==> src/rtl/fetch_queue_stage_pkg.sv <==
// Shared widths, constants and bus layouts for the fetch queue stage.
package fetch_queue_stage_pkg;

  localparam int          FS_TO_DS_BUS_W   = 64;
  localparam int          BR_ZIP_W         = 33;
  localparam logic [1:0]  SRAM_SIZE_WORD   = 2'b10;
  localparam logic [31:0] DEFAULT_RESET_PC = 32'h1C00_0000;

  typedef struct packed {
    logic [31:0] inst;
    logic [31:0] pc;
  } fs_to_ds_t;

  typedef struct packed {
    logic        taken;
    logic [31:0] target;
  } br_zip_t;

endpackage

==> src/rtl/fetch_queue_stage_sync_fifo.sv <==
// Small synchronous FIFO with flush; head is read straight from storage.
module sync_fifo #(
  parameter int WIDTH = 32,
  parameter int DEPTH = 4
) (
  input  logic                       clk,
  input  logic                       resetn,
  input  logic                       push_i,
  input  logic [WIDTH-1:0]           data_i,
  input  logic                       pop_i,
  input  logic                       flush_i,
  output logic [WIDTH-1:0]           head_o,
  output logic [$clog2(DEPTH+1)-1:0] count_o
);

  localparam int PW = (DEPTH > 1) ? $clog2(DEPTH) : 1;
  localparam int CW = $clog2(DEPTH+1);

  logic [DEPTH-1:0][WIDTH-1:0] mem_q;
  logic [PW-1:0]               rd_ptr_q, rd_ptr_d;
  logic [PW-1:0]               wr_ptr_q, wr_ptr_d;
  logic [CW-1:0]               count_q, count_d;
  logic                        do_push, do_pop;

  function automatic logic [PW-1:0] ptr_inc(input logic [PW-1:0] p);
    return (p == PW'(DEPTH-1)) ? '0 : p + 1'b1;
  endfunction

  // A push into a full FIFO is only taken when the head leaves the same cycle.
  assign do_pop  = pop_i & (count_q != '0);
  assign do_push = push_i & ((count_q != CW'(DEPTH)) | do_pop);

  always_comb begin
    rd_ptr_d = rd_ptr_q;
    wr_ptr_d = wr_ptr_q;
    count_d  = count_q;
    if (flush_i) begin
      rd_ptr_d = '0;
      wr_ptr_d = '0;
      count_d  = '0;
    end else begin
      if (do_push) wr_ptr_d = ptr_inc(wr_ptr_q);
      if (do_pop)  rd_ptr_d = ptr_inc(rd_ptr_q);
      if (do_push && !do_pop)      count_d = count_q + 1'b1;
      else if (do_pop && !do_push) count_d = count_q - 1'b1;
    end
  end

  always_ff @(posedge clk or negedge resetn) begin
    if (!resetn) begin
      rd_ptr_q <= '0;
      wr_ptr_q <= '0;
      count_q  <= '0;
    end else begin
      rd_ptr_q <= rd_ptr_d;
      wr_ptr_q <= wr_ptr_d;
      count_q  <= count_d;
    end
  end

  always_ff @(posedge clk or negedge resetn) begin
    if (!resetn)                 mem_q <= '0;
    else if (do_push && !flush_i) mem_q[wr_ptr_q] <= data_i;
  end

  assign head_o  = mem_q[rd_ptr_q];
  assign count_o = count_q;

endmodule

==> src/rtl/fetch_queue_stage.sv <==
// Instruction fetch stage: issues word fetches on a split req/resp bus,
// queues returned instructions and hands {inst, pc} to decode.
module fetch_queue_stage
  import fetch_queue_stage_pkg::*;
#(
  parameter logic [31:0] RESET_PC        = DEFAULT_RESET_PC,
  parameter int          QUEUE_DEPTH     = 4,
  parameter int          MAX_OUTSTANDING = 2
) (
  input  logic                      clk,
  input  logic                      resetn,
  output logic                      inst_sram_req,
  output logic                      inst_sram_wr,
  output logic [1:0]                inst_sram_size,
  output logic [31:0]               inst_sram_addr,
  output logic [31:0]               inst_sram_wdata,
  input  logic                      inst_sram_addr_ok,
  input  logic                      inst_sram_data_ok,
  input  logic [31:0]               inst_sram_rdata,
  input  logic                      ds_allowin,
  input  logic [BR_ZIP_W-1:0]       br_zip,
  output logic                      fs_to_ds_valid,
  output logic [FS_TO_DS_BUS_W-1:0] fs_to_ds_bus
);

  localparam int QCW  = $clog2(QUEUE_DEPTH+1);
  localparam int ICW  = $clog2(MAX_OUTSTANDING+1);
  localparam int SUMW = QCW + ICW + 1;

  br_zip_t     br;
  fs_to_ds_t   q_wdata;
  logic [31:0] fetch_pc_q, fetch_pc_d;
  logic [ICW-1:0] discard_q, discard_d;
  logic [QCW-1:0] q_count;
  logic [ICW-1:0] inflight;
  logic [31:0] inflight_pc;
  logic [FS_TO_DS_BUS_W-1:0] q_head;
  logic        credit_ok, accept, rsp_keep, q_pop;

  assign br = br_zip_t'(br_zip);

  // Responses that will be discarded never land in the queue, so they do not
  // consume queue credit.
  assign credit_ok = (SUMW'(inflight) + SUMW'(q_count))
                   < (SUMW'(QUEUE_DEPTH) + SUMW'(discard_q));

  assign inst_sram_req   = resetn & ~br.taken
                         & (inflight < ICW'(MAX_OUTSTANDING)) & credit_ok;
  assign inst_sram_wr    = 1'b0;
  assign inst_sram_size  = SRAM_SIZE_WORD;
  assign inst_sram_addr  = fetch_pc_q;
  assign inst_sram_wdata = 32'h0;

  assign accept   = inst_sram_req & inst_sram_addr_ok;
  assign rsp_keep = inst_sram_data_ok & ~br.taken & (discard_q == '0);
  assign q_pop    = fs_to_ds_valid & ds_allowin & ~br.taken;
  assign q_wdata  = '{inst: inst_sram_rdata, pc: inflight_pc};

  always_comb begin
    fetch_pc_d = fetch_pc_q;
    discard_d  = discard_q;
    if (br.taken) begin
      fetch_pc_d = br.target;
      // Every response still owed after this cycle is stale; inflight already
      // covers earlier pending discards, so it is the whole new count.
      discard_d  = inflight - ICW'(inst_sram_data_ok);
    end else begin
      if (accept) fetch_pc_d = fetch_pc_q + 32'd4;
      if (inst_sram_data_ok && (discard_q != '0)) discard_d = discard_q - 1'b1;
    end
  end

  always_ff @(posedge clk or negedge resetn) begin
    if (!resetn) begin
      fetch_pc_q <= RESET_PC;
      discard_q  <= '0;
    end else begin
      fetch_pc_q <= fetch_pc_d;
      discard_q  <= discard_d;
    end
  end

  // PCs of accepted requests; responses return in order, so the head pairs
  // with each data_ok whether it is kept or discarded.
  sync_fifo #(.WIDTH(32), .DEPTH(MAX_OUTSTANDING)) u_inflight (
    .clk     (clk),
    .resetn  (resetn),
    .push_i  (accept),
    .data_i  (fetch_pc_q),
    .pop_i   (inst_sram_data_ok),
    .flush_i (1'b0),
    .head_o  (inflight_pc),
    .count_o (inflight)
  );

  sync_fifo #(.WIDTH(FS_TO_DS_BUS_W), .DEPTH(QUEUE_DEPTH)) u_queue (
    .clk     (clk),
    .resetn  (resetn),
    .push_i  (rsp_keep),
    .data_i  (q_wdata),
    .pop_i   (q_pop),
    .flush_i (br.taken),
    .head_o  (q_head),
    .count_o (q_count)
  );

  assign fs_to_ds_valid = (q_count != '0);
  assign fs_to_ds_bus   = q_head;

endmodule

==> config.mk <==
export PLATFORM = sky130hd
export DESIGN_NAME = fetch_queue_stage
export DESIGN_NICKNAME = d
export VERILOG_FILES = /design/src/rtl/fetch_queue_stage_pkg.sv /design/src/rtl/fetch_queue_stage_sync_fifo.sv /design/src/rtl/fetch_queue_stage.sv
export SDC_FILE = /design/constraint.sdc
export NUM_CORES = 1
export LEC_CHECK = 0
export BUFFER_PORTS_ARGS = -buffer_cell sky130_fd_sc_hd__buf_2
export CORE_MARGIN = 1.5
export CORE_UTILIZATION = 65
export CTS_BUF_LIST = sky130_fd_sc_hd__clkbuf_8
export DETAILED_ROUTE_END_ITERATION = 8
export HOLD_SLACK_MARGIN = 0.02
export PLACE_DENSITY = 0.9
export SKIP_LAST_GASP = 1
export SYNTH_ARGS = -nofsm -noshare
export SYNTH_HDL_FRONTEND = slang
export SYNTH_SLANG_ARGS = --single-unit
==> constraint.sdc <==
create_clock -name clk -period 4.5 [get_ports clk]
set_input_delay 1.125 -clock clk [delete_from_list [all_inputs] [get_ports clk]]
set_output_delay 1.125 -clock clk [all_outputs]
set_load 0.01 [all_outputs]
==> Word-level counts from Yosys, hierarchy flattened <==
Index checks and enable logic that the tools add are counted.
{ "totals": {"input_bits": 70, "register_bits": 365} }
{ "op_classes": {"n_eq_ne": 4, "add_sub_neg": 13, "bitwise_logic": 15, "n_reduce_logical": 23, "muxes": 27, "n_lt_le_gt_ge": 8} }
{ "ops": {"columns": ["op", "n"], "rows": [
  ["$bwmux 256", 1],
  ["$mux 32", 5],
  ["$bmux 64 s2", 1],
  ["$demux 64 s2", 1],
  ["$mux 64", 2],
  ["$bwmux 64", 1],
  ["$add 32x3->32 const B", 1],
  ["$demux 32 s1", 1],
  ["$mux 2", 10],
  ["$reduce_bool 2->1", 7],
  ["$and 1x1->1", 12],
  ["$mux 3", 3],
  ["$logic_and 1x1->1", 8],
  ["$add 2x1->2 const B", 3],
  ["$lt 2x3->1 const B", 2],
  ["$reduce_bool 3->1", 2],
  ["$logic_not 1->1", 5],
  ["$add 2x3->4", 1],
  ["$add 3x2->4 const A", 1],
  ["$eq 2x2->1 const B", 2],
  ["$lt 1x2->1 const B", 2],
  ["$lt 4x4->1", 1],
  ["$sub 2x1->2 const B", 2],
  ["$add 3x1->3 const B", 1],
  ["12 further kinds", 15]
]} }

==> Logic depth before layout (Yosys ltp) <==
Gate-level depths: netlist of the first run.
{ "logic_depth": {"ltp_word": 11, "depth_mapped": 11} }

==> Modules after synthesis <==
A second synthesis of the first run with hierarchy kept.
{ "hier_totals": {"cells_unflattened": 1167, "area_unflattened_um2": 18489.0} }
{ "by_module_without_submodules": {"columns": ["module", "area_per_inst_um2", "n_inst", "cells_each", "seq_area_each_um2"], "rows": [
  ["sync_fifo (u_queue)", 12802.3, 1, 676, 6581.3],
  ["sync_fifo (u_inflight)", 3089.2, 1, 196, 1701.6],
  ["fetch_queue_stage", 2597.5, 1, 295, 854.6]
]} }

==> Worst setup path after synthesis of the first run <==
OpenSTA, ideal clock, no wires.
{ "synth_path": {"path_type": "input to output", "start": "input br_zip[32]", "end": "output inst_sram_req", "required_ns": 3.375, "stages": 5, "setup_slack_ns": 1.230, "arrival_ns": 2.145, "path_cell_list": "clkbuf_1 -> inv_1 -> clkbuf_1 -> nand3_1 -> a221oi_1"} }
{ "synth_between": {"elab_chain_len": 4} }
{ "synth_lines": {"columns": ["item", "line", "source"], "rows": [
  ["from (decl)", "fetch_queue_stage.sv:21", "input logic [BR_ZIP_W-1:0] br_zip,"],
  ["$not 1->1", "fetch_queue_stage.sv:47", "assign inst_sram_req = resetn & ~br.taken"],
  ["$and 1x1->1", "fetch_queue_stage.sv:47", null],
  ["$and 1x1->1 (2 in series)", "fetch_queue_stage.sv:48", "& (inflight < ICW'(MAX_OUTSTANDING)) & credit_ok;"],
  ["to (decl)", "fetch_queue_stage.sv:12", "output logic inst_sram_req,"]
]} }
Every way passes these cells.

==> Final worst setup path of the first run <==
{ "layout_path": {"start": "register u_queue.count_q[0] (netlist: u_queue.count_o[0])", "end": "output inst_sram_req"} }
{ "layout_between": {"elab_chain_len": 3} }
{ "layout_lines": {"columns": ["item", "line", "source"], "rows": [
  ["from (decl)", "fetch_queue_stage_sync_fifo.sv:22", "logic [CW-1:0] count_q, count_d;"],
  ["from (signal assigned)", "fetch_queue_stage_sync_fifo.sv:57", "count_q <= count_d;"],
  ["$add 2x3->4", "fetch_queue_stage.sv:44", "assign credit_ok = (SUMW'(inflight) + SUMW'(q_count))"],
  ["$lt 4x4->1", "fetch_queue_stage.sv:45", "< (SUMW'(QUEUE_DEPTH) + SUMW'(discard_q));"],
  ["$and 1x1->1", "fetch_queue_stage.sv:48", null]
]} }
Every way passes these cells.

==> results by group, run 1 <==
CTS
  – Post-CTS setup buffer count: 0
  – Later-pin clock latency in the skew report: 0.60 ns
  – Clk buf depth: 3
  – CTS Hold Bufs: 0
  – CTS resizes: 0
  – # H-tree levels: 2
  – CTS root buffer: clkbuf_8
  – Num Clock Sinks: 365
  – CTS Buf Count: 58
  – CTS tree: built
  – Clock transition at path regs: roughly 0.060 ns

Timing
  – Maximum clock frequency: 0.2541 GHz
  – Fin Setup TNS: 0 ns
  – Worst Tran Pin Value: 1.194 ns
  – Final worst path period need: 3.935 ns
  – RSZ-0062 raised after global routing: no
  – Pins Over Slew Limit: 0
  – # setup viols final: 0
  – Slew margin rel.: just under 20%
  – Final period util: between 80% and 90%
  – Post-route setup slack: around 0.56 ns
  – Setup Skew: approximately 0.031 ns
  – Final Hold Viols: 0
  – Worst hold margin: roughly 0.37 ns

Drt
  – Met2 routed WL: ~19000 um
  – WL per Instance: approximately 20 um
  – Final wirelength: about 37000 um
  – Met3 wire len: 2442 um
  – Top Metal Used: met4
  – Residual DRC: 0
  – DR vias: around 11000
  – Starting DRC count in detailed routing: 922
  – Via density per instance: 6.153
  – Met1 wire length: 15510 um
  – Final ANT Viol Nets: 0
  – 1st-pass router iterations: 7

Logic synthesis
  – Top_reg_cell synth: dfrtp_1
  – Top cell type by total area after synthesis: dfrtp_1
  – Flops & latches, synth: approximately 370
  – Ys async rst share: 100.0%
  – Sequential area share after synthesis: 55.57%
  – Cells after Synth: about 1300
  – Area contributors post-synth: dfrtp_1 (55%), mux2_2 (13%), mux4_2 (8.8%)
  – Synth warnings: 0
  – Main combinational cell family by area after synthesis: multiplexers
  – Compound-Gate Fraction of Synth Area: 7.213%
  – Number of synthesized flops with an enable pin: 0
  – Synth unique cells: between 50 and 60
  – Mux share of post-synthesis cell area: 24.37%
  – Synth top area share: between 50% and 60%
  – Synth Area in Adders: 1.157%
  – Avg Inst Size Synth: 12.82 um2
  – Synthesized area: 16440 um2
  – Post-Synth Simple-Gate Area: 6.848%
  – XOR/XNOR Fraction of Synth Area: less than 1%

Floorplanning
  – Top Ports: just over 200
  – Die width: around 160 um
  – Core box area: between 20000 and 30000 um2
  – Die ar.: between 20000 and 30000 um2
  – FP Rows: 58
  – Initial Utilization: around two thirds
  – Die Y: 162.1 um

Power and ir drop
  – Leakage: 8.929 nW
  – Pwr dens: between 500 and 600 nW/um2
  – Power, Total: 10.81 mW
  – Max VDD drop: roughly 0.35 mV

Min path
  – Hold WC Path Type: in -> async

Placed design
  – PortBufs: 167
  – Area of placed instances: between 15000 and 20000 um2
  – HPWL reported at the end of detailed placement: between 20000 and 25000 um
  – Post-placement setup slack: ~0.75 ns
  – GPL Wtd Cong: about 0.9

Worst setup path
  – Critical path data required time: approximately 3.4 ns
  – Cell mode on critical path: ha_1
  – Worst EP arrival: 2.81 ns
  – CP top delay family: adder cells
  – Slowest CP cell: dfrtp_1
  – CP Cell Sequence: ha_1, fa_1, ha_1, a21o_1, a221oi_1, buf_2
  – Critical path type: reg -> out
  – Crit. End Element: primary output
  – Max FO, Critical Path: 8
  – CP peak stage delay: around 0.44 ns
  – Startpoint types: register
  – Bufs and invs on worst path: 1

Layout
  – Final instance area: 18700 um2
  – Multi-input gate area: between 6000 and 7000 um2
  – ANT cells: 0
  – Register Area: just over 9000 um2
  – Share of layout cells above drive strength 1: between 30% and 40%
  – Syn-to-layout area delta: 13.69%
  – Nets: 1534
  – Fillers: 1505

Global route
  – Antenna violations before repair: 0
  – Vias in the first global route: around 12000
  – Tot GR Track Use: about 29%
  – Grt total ovfl: 0
  – First-pass GRT wire length: slightly above 60000 um
  – Largest net degree at the start of global routing: 88

Flow run
  – Max_cap viols: 0

Status
  – Status: complete, no violations
[Yosys cell counts (all sizes together) (2+ instances only)]
cell type,n
nor3b,3
nand4,8
and2,4
a21o,2
fa,2
xor2,6
o31ai,3
mux2,195
o2111ai,4
a31oi,3
mux2i,37
nand3,13
nor4,5
a311oi,7
and4,3
or3,3
nand2,163
nor2,23
a2111oi,6
nor3,11
o211ai,2
inv,13
o21ai,152
dfstp,3
xnor2,12
dfrtp,362
a211oi,5
ha,12
conb,2
buf,73
mux4,64
and3,6
a21oi,7
nand2b,4
clkbuf,44
a221o,4
or4,5
[metal layers]
metal	vias to the layer above	global-route usage (%)
met5	-	0
met4	0	8.799
met3	69	4.418
met2	504	48.69
met1	5742	40.67
li1	4921	-
[logic make-up (layout without fill, tap and decap cells)]
group | count (synthesis) | in the layout
AOI/OAI and AO/OA | 204 | 204
xor gates and xnor gates | 18 | 18
adders and majority gates | 14 | 14
buffers and inverters | 130 | 310
DFF | 365 | 365
muxes | 296 | 296
other | 2 | 35
and+or+nand+nor | 254 | 254
[cells in the final DEF (no fill, tap or decap), drive strengths merged, types with 5 or more instances in the layout]
| cell type | count |
|---|---|
| xnor2 | 12 |
| or4 | 5 |
| a21oi | 7 |
| nand3 | 13 |
| nand4 | 8 |
| dfrtp | 362 |
| nor2 | 23 |
| mux2i | 37 |
| nor3 | 11 |
| clkbuf | 74 |
| a211oi | 5 |
| ha | 12 |
| buf | 191 |
| a2111oi | 6 |
| inv | 38 |
| nor4 | 5 |
| xor2 | 6 |
| nand2 | 163 |
| mux2 | 195 |
| o21ai | 152 |
| conb | 35 |
| mux4 | 64 |
| clkinv | 5 |
| a311oi | 7 |
| and3 | 6 |
[registers in the layout, indices dropped and copies added (netlist names)]
register and count:
u_queue.count_o 3, u_queue.mem_q 256, discard_q 2, u_inflight.mem_q 64, u_queue.wr_ptr_q 2, u_inflight.count_o 2, inst_sram_addr 32, u_inflight.rd_ptr_q 1
u_inflight.wr_ptr_q 1, u_queue.rd_ptr_q 2
[report_power, final]
group          internal [mW]  switching (mW)
sequential              4.14           0.694
combinational           1.59            1.63
clock                   1.47            1.28
[through the flow]
step                utilization [%]  instances
detailed placement            70.04       1720
global placement              70.04       1720
floorplan                         -       1316
global route                  74.67       1826
finish                        74.67       1826
CTS                           74.67       1826
[worst paths after layout]
path / startpoint / endpoint / slack, ns / cells after the start
min reg2reg: u_queue.mem_q[159] / u_queue.mem_q[159] / 0.48 / 2
min: resetn / u_queue.mem_q[105] / 0.37 / 1
max reg2reg: u_queue.count_o[0] / u_inflight.mem_q[2] / 1.23 / 9
max: u_queue.count_o[0] / inst_sram_req / 0.56 / 6
min in group clk: u_queue.mem_q[159] / u_queue.mem_q[159] / 0.48 / 2
max in group asynchronous: resetn / inst_sram_addr[19] / 2.22 / 3
[area by class of cell]
| type | count | area share, % |
|---|---|---|
| sequential | 365 | 48.91 |
| multi-input combinational | 821 | 36.53 |
| timing repair buffer | 191 | 5.889 |
| clock buffer | 74 | 5.448 |
| tap | 330 | 2.209 |
| clock inverter | 32 | 0.7563 |
| inverter | 13 | 0.2610 |
Power figures use the tool's default switching activity.
==> run 2: changes to the inputs <==
PLACE_DENSITY = unset   (was 0.9)
PLACE_DENSITY_LB_ADDON = 0.2   (was unset)
==> run 2 against run 1 <==
First-iteration DRC count fell by 18%. Worst setup slack worse by 0.024 ns. Routed wire length down 5.8%. Die area unchanged. Core utilization up 0.50 points. Critical path depth stayed put. Clock skew is 0.014 ns lower. Largest cell class unchanged. Highest routed layer unchanged. Critical path type unchanged. Non-clock buffer count is 1 higher. Flip-flop and latch count did not move. Largest power group unchanged.
==> results by group, run 2 (synthesized netlist as in run 1, its figures left out) <==
Status
  – Status: complete, no violations

Worst setup path
  – Startpoint types: register
  – Cell mode on critical path: ha_1
  – Worst EP arrival: 2.83 ns (+0.02 ns)
  – Critical path origin: u_queue.count_o[0]
  – RR Endpoint: u_inflight.mem_q[34]
  – Critical path data required time: 3.38 ns (about the same)
  – Crit. End Element: primary output
  – Critical path type: reg -> out
  – CP Cell Sequence: ha_1, fa_1, ha_1, a21o_1, a221oi_1, buf_2
  – CP peak stage delay: 0.44 ns (about the same)
  – R2R setup slack: 1.22 ns (about the same)
  – RR Startpoint: u_queue.count_o[0]
  – Slowest CP cell: dfrtp_1
  – Max FO, Critical Path: 8 (unchanged)
  – R2R cell count: 10 (+1)
  – CP endpoint: inst_sram_req

CTS
  – Num Clock Sinks: 365 (unchanged)
  – CTS root buffer: clkbuf_8
  – CTS tree: built
  – CTS Buf Count: 59 (+1.7%)
  – CTS resizes: 0 (unchanged)
  – Clk buf depth: 3 (unchanged)
  – # H-tree levels: 2 (unchanged)
  – Clock transition at path regs: 0.06 ns (about the same)
  – Post-CTS setup buffer count: 0 (unchanged)
  – Later-pin clock latency in the skew report: 0.59 ns (about the same)
  – CTS Hold Bufs: 0 (unchanged)

Timing
  – Final worst path period need: 3.960 ns (+0.02413 ns)
  – Final Hold Viols: 0 (unchanged)
  – # setup viols final: 0 (unchanged)
  – Final period util: 87.99% (+0.54 points)
  – Worst Tran Pin Value: 1.171 ns (-0.02254 ns)
  – RSZ-0062 raised after global routing: no
  – Fin Setup TNS: 0 ns (unchanged)
  – Slew margin rel.: 21.32% (+1.5 points)
  – Setup Skew: 0.01670 ns (-0.01426 ns)
  – Pins Over Slew Limit: 0 (unchanged)
  – Maximum clock frequency: 0.2526 GHz (-0.61%)

Drt
  – Final wirelength: 35270 um (-5.8%)
  – DR vias: 10880 (-3.1%)
  – Via density per instance: 5.950 (-3.3%)
  – WL per Instance: 19.28 um (-6.0%)
  – 1st-pass router iterations: 5 (-2)
  – Residual DRC: 0 (unchanged)
  – Starting DRC count in detailed routing: 755 (-18%)
  – Final ANT Viol Nets: 0 (unchanged)

Global route
  – Largest net degree at the start of global routing: 168 (+91%)
  – Grt total ovfl: 0 (unchanged)
  – First-pass GRT wire length: 57560 um (-5.1%)
  – Antenna violations before repair: 0 (unchanged)
  – Vias in the first global route: 11240 (-2.8%)
  – Tot GR Track Use: 27.71% (-1.6 points)

Power and ir drop
  – Max VDD drop: 0.4586 mV (+32%)
  – Pwr dens: 579.5 nW/um2 (+0.25%)
  – Leakage: 8.983 nW (+0.61%)
  – Power, Total: 10.91 mW (+0.92%)

Layout
  – Fillers: 1636 (+8.7%)
  – Largest Register: u_queue.mem_q
  – Commonest cells after routing, fill and taps aside: dfrtp_1 (359), mux2_2 (195), buf_2 (166), nand2_1 (159), o21ai_0 (150)
  – Most common cell after layout, fill and taps aside: dfrtp_1
  – Nets: 1536 (+0.13%)
  – ANT cells: 0 (unchanged)
  – Util after Layout: 75.17% (+0.50 points)
  – Syn-to-layout area delta: 14.45%
  – Max reg flops: 256 (unchanged)
  – Share of layout cells above drive strength 1: 37.16% (+0.46 points)

Floorplanning
  – Die ar.: 26260 um2 (unchanged)
  – Die Y: 162.1 um (unchanged)
  – FP Rows: 58 (unchanged)
  – Initial Utilization: 65.68% (unchanged)
  – Die width: 162.1 um (unchanged)
  – Top Ports: 203 (unchanged)
  – Core box area: 25040 um2 (unchanged)

Placed design
  – PortBufs: 167 (unchanged)
  – HPWL reported at the end of detailed placement: 23200 um (-4.4%)
  – GPL Wtd Cong: 0.8847 (-2.1%)

Min path
  – Hold WC Path Type: in -> async

Flow run
  – Max_cap viols: 0 (unchanged)
==> run 2: per-layer routing <==
| metal | GRT usage (%) | vias up | wire length (um) |
|---|---|---|---|
| li1 | - | 4936 | - |
| met1 | 38.56 | 5496 | 15350 |
| met2 | 45.34 | 392 | 17110 |
| met3 | 5.031 | 59 | 2078 |
| met4 | 8.132 | 0 | 731 |
| met5 | 0 | - | 0 |
==> run 2: critical path, delay by kind of cell (launching register included) <==
kind,cells,cell delay [ns]
AOI/OAI and AO/OA,2,0.61
adders and majority gates,3,1.00
buffers and inverters,1,0.19
DFF,1,0.44
==> run 2: area by class of cell <==
class / instances / area, um2 / share of cell area (%)
clock buffer: 84 / 1156 / 6.143
clock inverter: 24 / 96.34 / 0.5119
inverter: 13 / 48.80 / 0.2593
multi-input combinational: 821 / 6829 / 36.28
sequential: 365 / 9144 / 48.58
tap: 330 / 412.9 / 2.194
timing repair buffer: 192 / 1134 / 6.023
==> run 2: how the worst min path moves through the flow <==
stage                                   from                 end
after detailed placement  u_queue.mem_q[128]  u_queue.mem_q[128]
after global placement     u_queue.mem_q[24]   u_queue.mem_q[24]
after global routing                  resetn  inst_sram_addr[12]
after CTS                             resetn  inst_sram_addr[13]
final                                 resetn  inst_sram_addr[13]
after floorplan           u_queue.mem_q[128]  u_queue.mem_q[128]
==> run 2: per-stage QoR <==
step                cells  worst slack, ns  hold slack (ns)  instance area, um2
floorplan            1316            1.230           0.4446               16570
global placement     1721           0.8365           0.4558               17570
detailed placement   1721           0.7487           0.4647               17570
CTS                  1829           0.5584           0.3291               18820
global route         1829           0.4327           0.3199               18820
finish               1829           0.5404           0.3620               18820
==> run 2: where the power goes <==
| part | internal (mW) | switching (mW) | total (mW) |
|---|---|---|---|
| combinational | 1.60 | 1.58 | 3.18 |
| sequential | 4.13 | 0.675 | 4.81 |
| clock | 1.64 | 1.28 | 2.92 |
